[src/rtl/tage_history_tracker.sv]
// tage_history_tracker
//   Keeps the speculative global branch history for the TAGE prediction port
//   and buffers per-branch prediction metadata in a circular buffer until the
//   branch resolves. Resolved branches retire in order, one per cycle, as
//   TAGE update packets. A mispredicting resolve repairs the history from
//   the branch's snapshot and squashes every younger in-flight slot.
//
// Ports
//   clk, rst_n        clock, asynchronous active-low reset
//   IN_pred*          conditional branch prediction from fetch/TAGE
//   OUT_predHistory   speculative history driven to TAGE
//   OUT_predReady     a free slot exists (registered count only)
//   OUT_predIdx       slot an accepted prediction is written to (tail)
//   IN_resolve*       branch execution result (slot index + direction)
//   OUT_mispredict    one-cycle pulse after a history repair
//   OUT_write*        one-cycle TAGE update packet for the retiring branch
module tage_history_tracker #(
   parameter int HIST_LEN    = 64,
   parameter int NUM_ENTRIES = 8,
   parameter int ADDR_W      = 31,
   parameter int TAGEID_W    = 2,
   parameter int IDX_W       = $clog2(NUM_ENTRIES)
) (
   input  logic                clk,
   input  logic                rst_n,
   input  logic                IN_predValid,
   input  logic [ADDR_W-1:0]   IN_predAddr,
   input  logic [TAGEID_W-1:0] IN_predTageID,
   input  logic                IN_predTaken,
   input  logic                IN_predAltPred,
   output logic [HIST_LEN-1:0] OUT_predHistory,
   output logic                OUT_predReady,
   output logic [IDX_W-1:0]    OUT_predIdx,
   input  logic                IN_resolveValid,
   input  logic [IDX_W-1:0]    IN_resolveIdx,
   input  logic                IN_resolveTaken,
   output logic                OUT_mispredict,
   output logic                OUT_writeValid,
   output logic [ADDR_W-1:0]   OUT_writeAddr,
   output logic [HIST_LEN-1:0] OUT_writeHistory,
   output logic [TAGEID_W-1:0] OUT_writeTageID,
   output logic                OUT_writeTaken,
   output logic                OUT_writePred,
   output logic                OUT_writeAltPred
);

   localparam logic [IDX_W:0] FULL_COUNT = (IDX_W+1)'(NUM_ENTRIES);

   logic [NUM_ENTRIES-1:0] entValid;
   logic [NUM_ENTRIES-1:0] entResolved;
   logic [NUM_ENTRIES-1:0] entPred;
   logic [NUM_ENTRIES-1:0] entAltPred;
   logic [NUM_ENTRIES-1:0] entTaken;
   logic [ADDR_W-1:0]      entAddr   [NUM_ENTRIES];
   logic [HIST_LEN-1:0]    entSnap   [NUM_ENTRIES];
   logic [TAGEID_W-1:0]    entTageID [NUM_ENTRIES];

   logic [IDX_W-1:0]    head;
   logic [IDX_W-1:0]    tail;
   logic [IDX_W:0]      count;
   logic [HIST_LEN-1:0] hist;

   logic                   resolveHit;
   logic                   mispredictNow;
   logic                   accept;
   logic                   commit;
   logic [IDX_W-1:0]       resolveAge;
   logic [IDX_W-1:0]       slotAge [NUM_ENTRIES];
   logic [NUM_ENTRIES-1:0] youngerMask;
   logic [IDX_W:0]         countBase;
   logic [IDX_W:0]         countNext;

   assign OUT_predHistory = hist;
   assign OUT_predIdx     = tail;
   assign OUT_predReady   = (count < FULL_COUNT);

   assign resolveHit    = IN_resolveValid && entValid[IN_resolveIdx] && !entResolved[IN_resolveIdx];
   assign mispredictNow = resolveHit && (IN_resolveTaken != entPred[IN_resolveIdx]);
   assign accept        = IN_predValid && OUT_predReady && !mispredictNow;
   assign commit        = entValid[head] && entResolved[head];

   // Ages are measured from head modulo NUM_ENTRIES, so "younger than the
   // resolving slot" is a plain magnitude compare that survives index wrap.
   assign resolveAge = IN_resolveIdx - head;

   always_comb begin
      youngerMask = '0;
      for (int unsigned i = 0; i < NUM_ENTRIES; i++) begin
         slotAge[i]     = IDX_W'(i) - head;
         youngerMask[i] = (slotAge[i] > resolveAge);
      end
   end

   // The resolving slot stays live, hence the +1 on the mispredict recompute.
   always_comb begin
      if (mispredictNow)
         countBase = {1'b0, resolveAge} + (IDX_W+1)'(1);
      else
         countBase = count + (IDX_W+1)'(accept);
      countNext = countBase - (IDX_W+1)'(commit);
   end

   always_ff @(posedge clk or negedge rst_n) begin
      if (!rst_n) begin
         entValid         <= '0;
         entResolved      <= '0;
         entPred          <= '0;
         entAltPred       <= '0;
         entTaken         <= '0;
         for (int unsigned i = 0; i < NUM_ENTRIES; i++) begin
            entAddr[i]   <= '0;
            entSnap[i]   <= '0;
            entTageID[i] <= '0;
         end
         head             <= '0;
         tail             <= '0;
         count            <= '0;
         hist             <= '0;
         OUT_mispredict   <= 1'b0;
         OUT_writeValid   <= 1'b0;
         OUT_writeAddr    <= '0;
         OUT_writeHistory <= '0;
         OUT_writeTageID  <= '0;
         OUT_writeTaken   <= 1'b0;
         OUT_writePred    <= 1'b0;
         OUT_writeAltPred <= 1'b0;
      end else begin
         OUT_mispredict <= mispredictNow;
         OUT_writeValid <= commit;
         count          <= countNext;

         if (commit) begin
            OUT_writeAddr    <= entAddr[head];
            OUT_writeHistory <= entSnap[head];
            OUT_writeTageID  <= entTageID[head];
            OUT_writeTaken   <= entTaken[head];
            OUT_writePred    <= entPred[head];
            OUT_writeAltPred <= entAltPred[head];
            entValid[head]   <= 1'b0;
            head             <= head + IDX_W'(1);
         end

         if (resolveHit) begin
            entResolved[IN_resolveIdx] <= 1'b1;
            entTaken[IN_resolveIdx]    <= IN_resolveTaken;
         end

         if (mispredictNow) begin
            hist <= {entSnap[IN_resolveIdx][HIST_LEN-2:0], IN_resolveTaken};
            tail <= IN_resolveIdx + IDX_W'(1);
            for (int unsigned i = 0; i < NUM_ENTRIES; i++)
               if (youngerMask[i])
                  entValid[i] <= 1'b0;
         end else if (accept) begin
            entValid[tail]    <= 1'b1;
            entResolved[tail] <= 1'b0;
            entAddr[tail]     <= IN_predAddr;
            entSnap[tail]     <= hist;
            entTageID[tail]   <= IN_predTageID;
            entPred[tail]     <= IN_predTaken;
            entAltPred[tail]  <= IN_predAltPred;
            entTaken[tail]    <= 1'b0;
            tail              <= tail + IDX_W'(1);
            hist              <= {hist[HIST_LEN-2:0], IN_predTaken};
         end
      end
   end

endmodule
[config.mk]
export PLATFORM = sky130hd
export DESIGN_NAME = tage_history_tracker
export DESIGN_NICKNAME = d
export VERILOG_FILES = /design/src/rtl/tage_history_tracker.sv
export SDC_FILE = /design/constraint.sdc
export NUM_CORES = 2
export LEC_CHECK = 0
export CAP_MARGIN = 25
export CELL_PAD_IN_SITES_DETAIL_PLACEMENT = 1
export CELL_PAD_IN_SITES_GLOBAL_PLACEMENT = 2
export CORE_UTILIZATION = 44
export CTS_CLUSTER_SIZE = 24
export DETAILED_ROUTE_END_ITERATION = 10
export PLACE_DENSITY_LB_ADDON = 0.1
export SETUP_SLACK_MARGIN = 0.2
export SLEW_MARGIN = 0
export SYNTH_ARGS = -nofsm -noshare
export SYNTH_HDL_FRONTEND = slang
export SYNTH_SLANG_ARGS = --single-unit
[constraint.sdc]
create_clock -name clk -period 4.27 [get_ports clk]
set_input_delay 0.854 -clock clk [delete_from_list [all_inputs] [get_ports clk]]
set_output_delay 0.854 -clock clk [all_outputs]
set_load 0.005 [all_outputs]
; Word-level counts from Yosys, hierarchy flattened
; Cells that the tools add are included.
[totals]
ff_bits = 992
output_inout_bits = 170
elab_cells = 169
input_bits = 43
[op_classes]
eq_ne = 1
n_lt_le_gt_ge = 19
add_sub_neg = 15
bitwise = 11
mux = 68
reduce_logical = 14
[op_table]
columns = op, n
row1 = bitwise mux 512 bit, 1
row2 = binary-select mux 64 bit (select 3 bit), 2
row3 = 2-to-1 mux 64 bit, 5
row4 = bitwise mux 248 bit, 1
row5 = demux 64 bit (select 3 bit), 1
row6 = 2-to-1 mux 63 bit, 2
row7 = binary-select mux 31 bit (select 3 bit), 1
row8 = demux 31 bit (select 3 bit), 1
row9 = 2-to-1 mux 31 bit, 3
row10 = 2-to-1 mux 8 bit, 9
row11 = AND 8 bit, 3
row12 = binary-select mux 1 bit (select 3 bit), 8
row13 = bitwise mux 8 bit, 3
row14 = > comparator 3 bit, 8
row15 = 2-to-1 mux 1 bit, 19
row16 = bitwise mux 16 bit, 1
row17 = NOT 8 bit, 2
row18 = OR 8 bit, 2
row19 = greater-or-equal comparator 4 bit (second input constant), 3
row20 = less-than comparator 3 x 4 -> 1 bit (second input constant), 3
row21 = NOT 3 -> 4 bit, 3
row22 = subtractor 3 bit (first input constant), 4
row23 = logical AND 1 bit, 10
row24 = adder 3 x 1 -> 3 bit (second input constant), 3
row25 = other kinds (20), 30

; Logic depth before layout (Yosys ltp)
[logic_depth]
depth_word = 10
ltp_mapped = 19
mapped_depth_nobuf = 15

; Least setup slack after synthesis
; Ideal clock, no wire load.
[synth_path]
path_type = input to register
start = input port IN_resolveIdx[2]
end = register count[3]
setup_slack_ns = 0.231
n_path_buf = 3
required_time_ns = 4.145
cell_stages = 18
setup_ns = 0.125
arrival_ns = 3.914
cell_sequence = buf_4 > mux2i_1 > mux4_2 > a211oi_4 > o211ai_2 > inv_2 > buf_6 > buf_2 > nor2_1 > ha_1 > a21oi_1 > ha_1 > nor2b_1 > nor2b_1 > a31oi_1 > a2bb2oi_1 > xnor2_1 > mux2i_1
[synth_between]
elab_chain_cells = 10
word_cells_on_any_way = 18
cone_classes = 4 x add/sub / 1 x eq/ne / 7 x mux / 6 x reduce/logical
[synth_lines]
columns = element, line_no
row1 = "start, declared", 35  ; input logic [IDX_W-1:0] IN_resolveIdx,
row2 = binary-select mux 1 bit (select 3 bit), 77  ; assign resolveHit = IN_resolveValid && entValid[IN_resolveIdx] && !entResolved[IN_resolveIdx];
row3 = 2-to-1 mux 1 bit (implied by the code), 77
row4 = logical AND 1 bit or logical NOT 1 bit (tied branches), 77
row5 = logical AND 1 bit, 77
row6 = logical AND 1 bit (*), 78  ; assign mispredictNow = resolveHit && (IN_resolveTaken != entPred[IN_resolveIdx]);
row7 = net mispredictNow, 64  ; logic mispredictNow;
row8 = logical NOT 1 bit, 79  ; assign accept = IN_predValid && OUT_predReady && !mispredictNow;
row9 = logical AND 1 bit, 79
row10 = adder 4 x 1 -> 4 bit, 99  ; countBase = count + (IDX_W+1)'(accept);
row11 = 2-to-1 mux 4 bit (*), 96  ; if (mispredictNow)
row12 = subtractor 4 x 1 -> 4 bit (*), 100  ; countNext = countBase - (IDX_W+1)'(commit);
row13 = net countNext[3], 71  ; logic [IDX_W:0] countNext;
row14 = "end signal, assigned", 130  ; count <= countNext;
row15 = "end, declared", 60  ; logic [IDX_W:0] count;
; The timed path passes the listed nets; every way through them passes the cells marked *. The select of a mux whose other input is x is not followed.
; A chain may end at the register's enable or synchronous reset.

; Worst setup path in the final report
[layout_path]
start = register entValid[3]
end = register count[3]
[layout_between]
elab_chain_cells = 10
word_cells_on_any_way = 13
cone_classes = 2 x add/sub / 5 x mux / 6 x reduce/logical
[layout_lines]
columns = element, line_no
row1 = "start, declared", 49  ; logic [NUM_ENTRIES-1:0] entValid;
row2 = "start signal, assigned", 105  ; entValid <= '0;
row3 = "start signal, assigned by index", 139  ; entValid[head] <= 1'b0;
row4 = "start signal, assigned by index", 153  ; entValid[i] <= 1'b0;
row5 = binary-select mux 1 bit (select 3 bit), 77
row6 = 2-to-1 mux 1 bit (implied by the code), 77
row7 = logical AND 1 bit (2 in series), 77
row8 = logical AND 1 bit, 78
row9 = logical NOT 1 bit, 79
row10 = logical AND 1 bit, 79
row11 = adder 4 x 1 -> 4 bit, 99
row12 = 2-to-1 mux 4 bit, 96
row13 = subtractor 4 x 1 -> 4 bit (*), 100
row14 = net countNext[3], 71
; Marked as above.

==> results.sh <==
export IMPL_seq_area_frac_synth_pct=51.71
export IMPL_vias_per_cell=6.116
export IMPL_rsz0062_at_grt="no"
export IMPL_crit_chain="mux2i_1, mux4_2, a211oi_4, o211ai_4, inv_2, nor2_1, ha_1, a21oi_1, ha_1, nor2b_1, nor2b_1, a31oi_1, a2bb2oi_1, xnor2_1, mux2i_1"
export IMPL_initial_core_util_pct=44.59
export IMPL_min_period_over_period_pct=75.69
export IMPL_startpoint_type="register"
export IMPL_tightest_slew_ps=1079
export IMPL_cts_hold_buffers=0
export IMPL_cp_slowest_cell="mux4_2"
export IMPL_cp_arrival_ps=3820
export IMPL_cts_made_buffers=112
export IMPL_crit_fanout=4
export IMPL_cts_tree="yes"
export IMPL_placed_area_um2=51640
export IMPL_wl_per_cell_um=28.47
export IMPL_drt_iter0_drc=1801
export IMPL_grt_pass1_vias=35390
export IMPL_synth_net_count=3644
export IMPL_path_buf_inv=1
export IMPL_postSynthAreaPerCell_um2=13.44
export IMPL_layout_nets=3738
export IMPL_finClkSkew_ps=24.55
export IMPL_setup_slack_ps=1038
export IMPL_regArea_um2=24840
export IMPL_max_cap_violations=0
export IMPL_syn_cell_area_um2=48010
export IMPL_multi_input_area_um2=21580
export IMPL_place_ws_ps=372.0
export IMPL_synth_edf_count=0
export IMPL_htreeDepth=3
export IMPL_post_cts_buffers=0
export IMPL_cpLargestDelayFamily="compound AO/OA/AOI/OAI gates"
export IMPL_drive_above_1_share_pct=33.48
export IMPL_status="completed"
export IMPL_clkTransAtPathRegs_ps=60
export IMPL_fillers=10420
export IMPL_synth_seq_cells=992
export IMPL_ir_drop_mv=0.6497
export IMPL_place_gp_congestion=0.7956
export IMPL_slowest_delay_ps=520
export IMPL_worst_ep_required_time_ps=4860
export IMPL_p_leak_nw=23.92
export IMPL_area_delta_synth_final_pct=15.74
export IMPL_clock_latency_ps=720
export IMPL_cts_buffer_depth=3
export IMPL_synth_cell_types=53
export IMPL_grt_pass1_wl_um=228800
export IMPL_syn_inst=3573
export IMPL_ys_top_cells_by_area="dfrtp_1 52%, mux2_2 16%, mux4_2 12%"
export IMPL_hold_viol=0
export IMPL_dr_total_vias=31590
export IMPL_cts_num_sinks=992
export IMPL_power_density_nw_per_um2=811.0
export IMPL_core_area_um2=107700
export IMPL_root_buffer="clkbuf_16"
export IMPL_finalSetupViolations=0
export IMPL_dieArea_um2=110400
export IMPL_track_usage_pct=27.17
export IMPL_synthFlopType="dfrtp_1"
export IMPL_yosysWarnings=0
export IMPL_period_minus_slack_ps=3232
export IMPL_hpwl_um=84510
export IMPL_io_buffers=212
export IMPL_yosys_area_top_type="dfrtp_1"
export IMPL_die_w_um=332.3
export IMPL_report_final_slew_viol_count=0
export IMPL_ys_async_sr_fraction_pct=100.0
export IMPL_drtPass1Iterations=5
export IMPL_synth_top_cell_area_share_pct=51.71
export IMPL_wirelength_um=147100
export IMPL_grt_max_degree=119
export IMPL_path_class="reg -> reg"
export IMPL_antenna_found_initial=4
export IMPL_die_h_um=332.3
export IMPL_setup_tns_ps=0
export IMPL_fmax_mhz=309.4
export IMPL_ant_nets=0
export IMPL_cts_resized=0
export IMPL_worstSetupEndpointType="register"
export IMPL_fin_area_um2=55560
export IMPL_power_mw=45.06
export IMPL_hold_path_class="in -> async"
export IMPL_drc=0
export IMPL_gr_total_overflow=0
export IMPL_slew_limit_headroom_pct=28.08
export IMPL_pin_count=213
export IMPL_fp_row_count=120
## worst reg2reg max path: stages (launching register included)
cell and delay, ps:
dfrtp_1 420, mux2i_1 120, mux4_2 520, a211oi_4 300
o211ai_4 150, inv_2 80, nor2_1 50, ha_1 280
a21oi_1 130, ha_1 220, nor2b_1 240, nor2b_1 170
a31oi_1 50, a2bb2oi_1 150, xnor2_1 150, mux2i_1 90
## final cells by class
type / count / share of cell area [%]
antenna: 1 / 0.004504
clock buffer: 165 / 6.033
clock inverter: 43 / 1.025
inverter: 24 / 0.1711
multi-input combinational: 2219 / 38.84
sequential: 992 / 44.70
tap: 1403 / 3.159
timing repair buffer: 318 / 6.073
## power by group
| group | switching (mW) | internal, mW | leakage, nW |
|---|---|---|---|
| sequential | 3.93 | 13.9 | 12.5 |
| clock | 4.05 | 6.14 | 1.95 |
| combinational | 7.75 | 9.34 | 9.48 |
| total | 15.7 | 29.3 | 23.9 |
## kinds of logic after synthesis
group	share of synthesized area, %
XOR/XNOR	0.2372
flip-flops	51.71
multiplexers	32.96
adder cells (fa/ha/maj)	0.7454
AND/OR/NAND/NOR	5.450
AO/OA/AOI/OAI	5.374
buffers and inverters	3.526
## metal layers
layer	routed length (µm)	track usage, %	vias to the layer above
li1	-	-	13320
met1	65170	37.29	17310
met2	71580	44.48	716
met3	6581	4.233	235
met4	3689	8.274	6
met5	32	0	-
## Yosys cell counts, types with 27 or more instances
cell type / instances
mux2_2: 669
dfrtp_1: 992
a211oi_1: 44
a221oi_1: 28
buf_6: 27
a21oi_1: 72
mux2_1: 154
nor2b_1: 38
buf_2: 51
a31oi_1: 167
buf_1: 102
nor2_1: 171
clkbuf_1: 140
ha_1: 27
mux2i_1: 63
nand2_1: 369
mux4_2: 263
## placed cells by master (no fill, tap or decap), types with 5 or more instances in the layout
cell type	instances
dfrtp_1	989
mux2_2	669
nand2_1	368
mux4_2	262
clkdlybuf4s50_1	208
a31oi_1	167
nor2_1	166
mux2_1	154
clkbuf_16	112
a21oi_1	72
buf_4	71
mux2i_1	63
a211oi_1	44
clkbuf_8	36
nor2b_1	34
buf_12	34
a221oi_1	28
ha_1	27
o21ai_0	23
inv_1	21
clkinv_2	21
a22oi_1	20
nor3_1	18
clkbuf_1	18
nand3_1	15
bufinv_16	12
a22o_1	9
xnor2_1	9
inv_6	6
o2bb2ai_1	6
and2_1	5
a311oi_1	5
## sequential cells by signal, summed over array words and instances, names as in the netlist, 3 cells and up
signal	flops
OUT_predHistory	64
OUT_predIdx	3
OUT_writeAddr	31
OUT_writeHistory	64
count	4
entAddr	248
entAltPred	8
entPred	8
entResolved	8
entSnap	512
entTageID	16
entTaken	8
entValid	8
head	3
## stage by stage
step | hold WS, ps | utilization, % | instances
final | 246.5 | 51.61 | 5165
after global routing | 305.2 | 51.61 | 5164
after CTS | 281.9 | 51.61 | 5164
after detailed placement | 468.6 | 47.97 | 4956
after global placement | 461.0 | 47.94 | 4955
after floorplan | 452.4 | - | 3573
## path summary, 6_finish.rpt
check                             from                    to  slack (ps)  cells past startpoint
setup / recovery           entValid[3]              count[3]        1040                     15
hold / removal                   rst_n  OUT_writeHistory[49]         250                      1
setup reg to reg           entValid[3]              count[3]        1040                     15
hold reg to reg            entAddr[35]           entAddr[35]         480                      1
max in group asynchronous        rst_n            entSnap[2]        2860                      2
min in group clk           entAddr[35]           entAddr[35]         480                      1
Power figures use the tool's default switching activity.
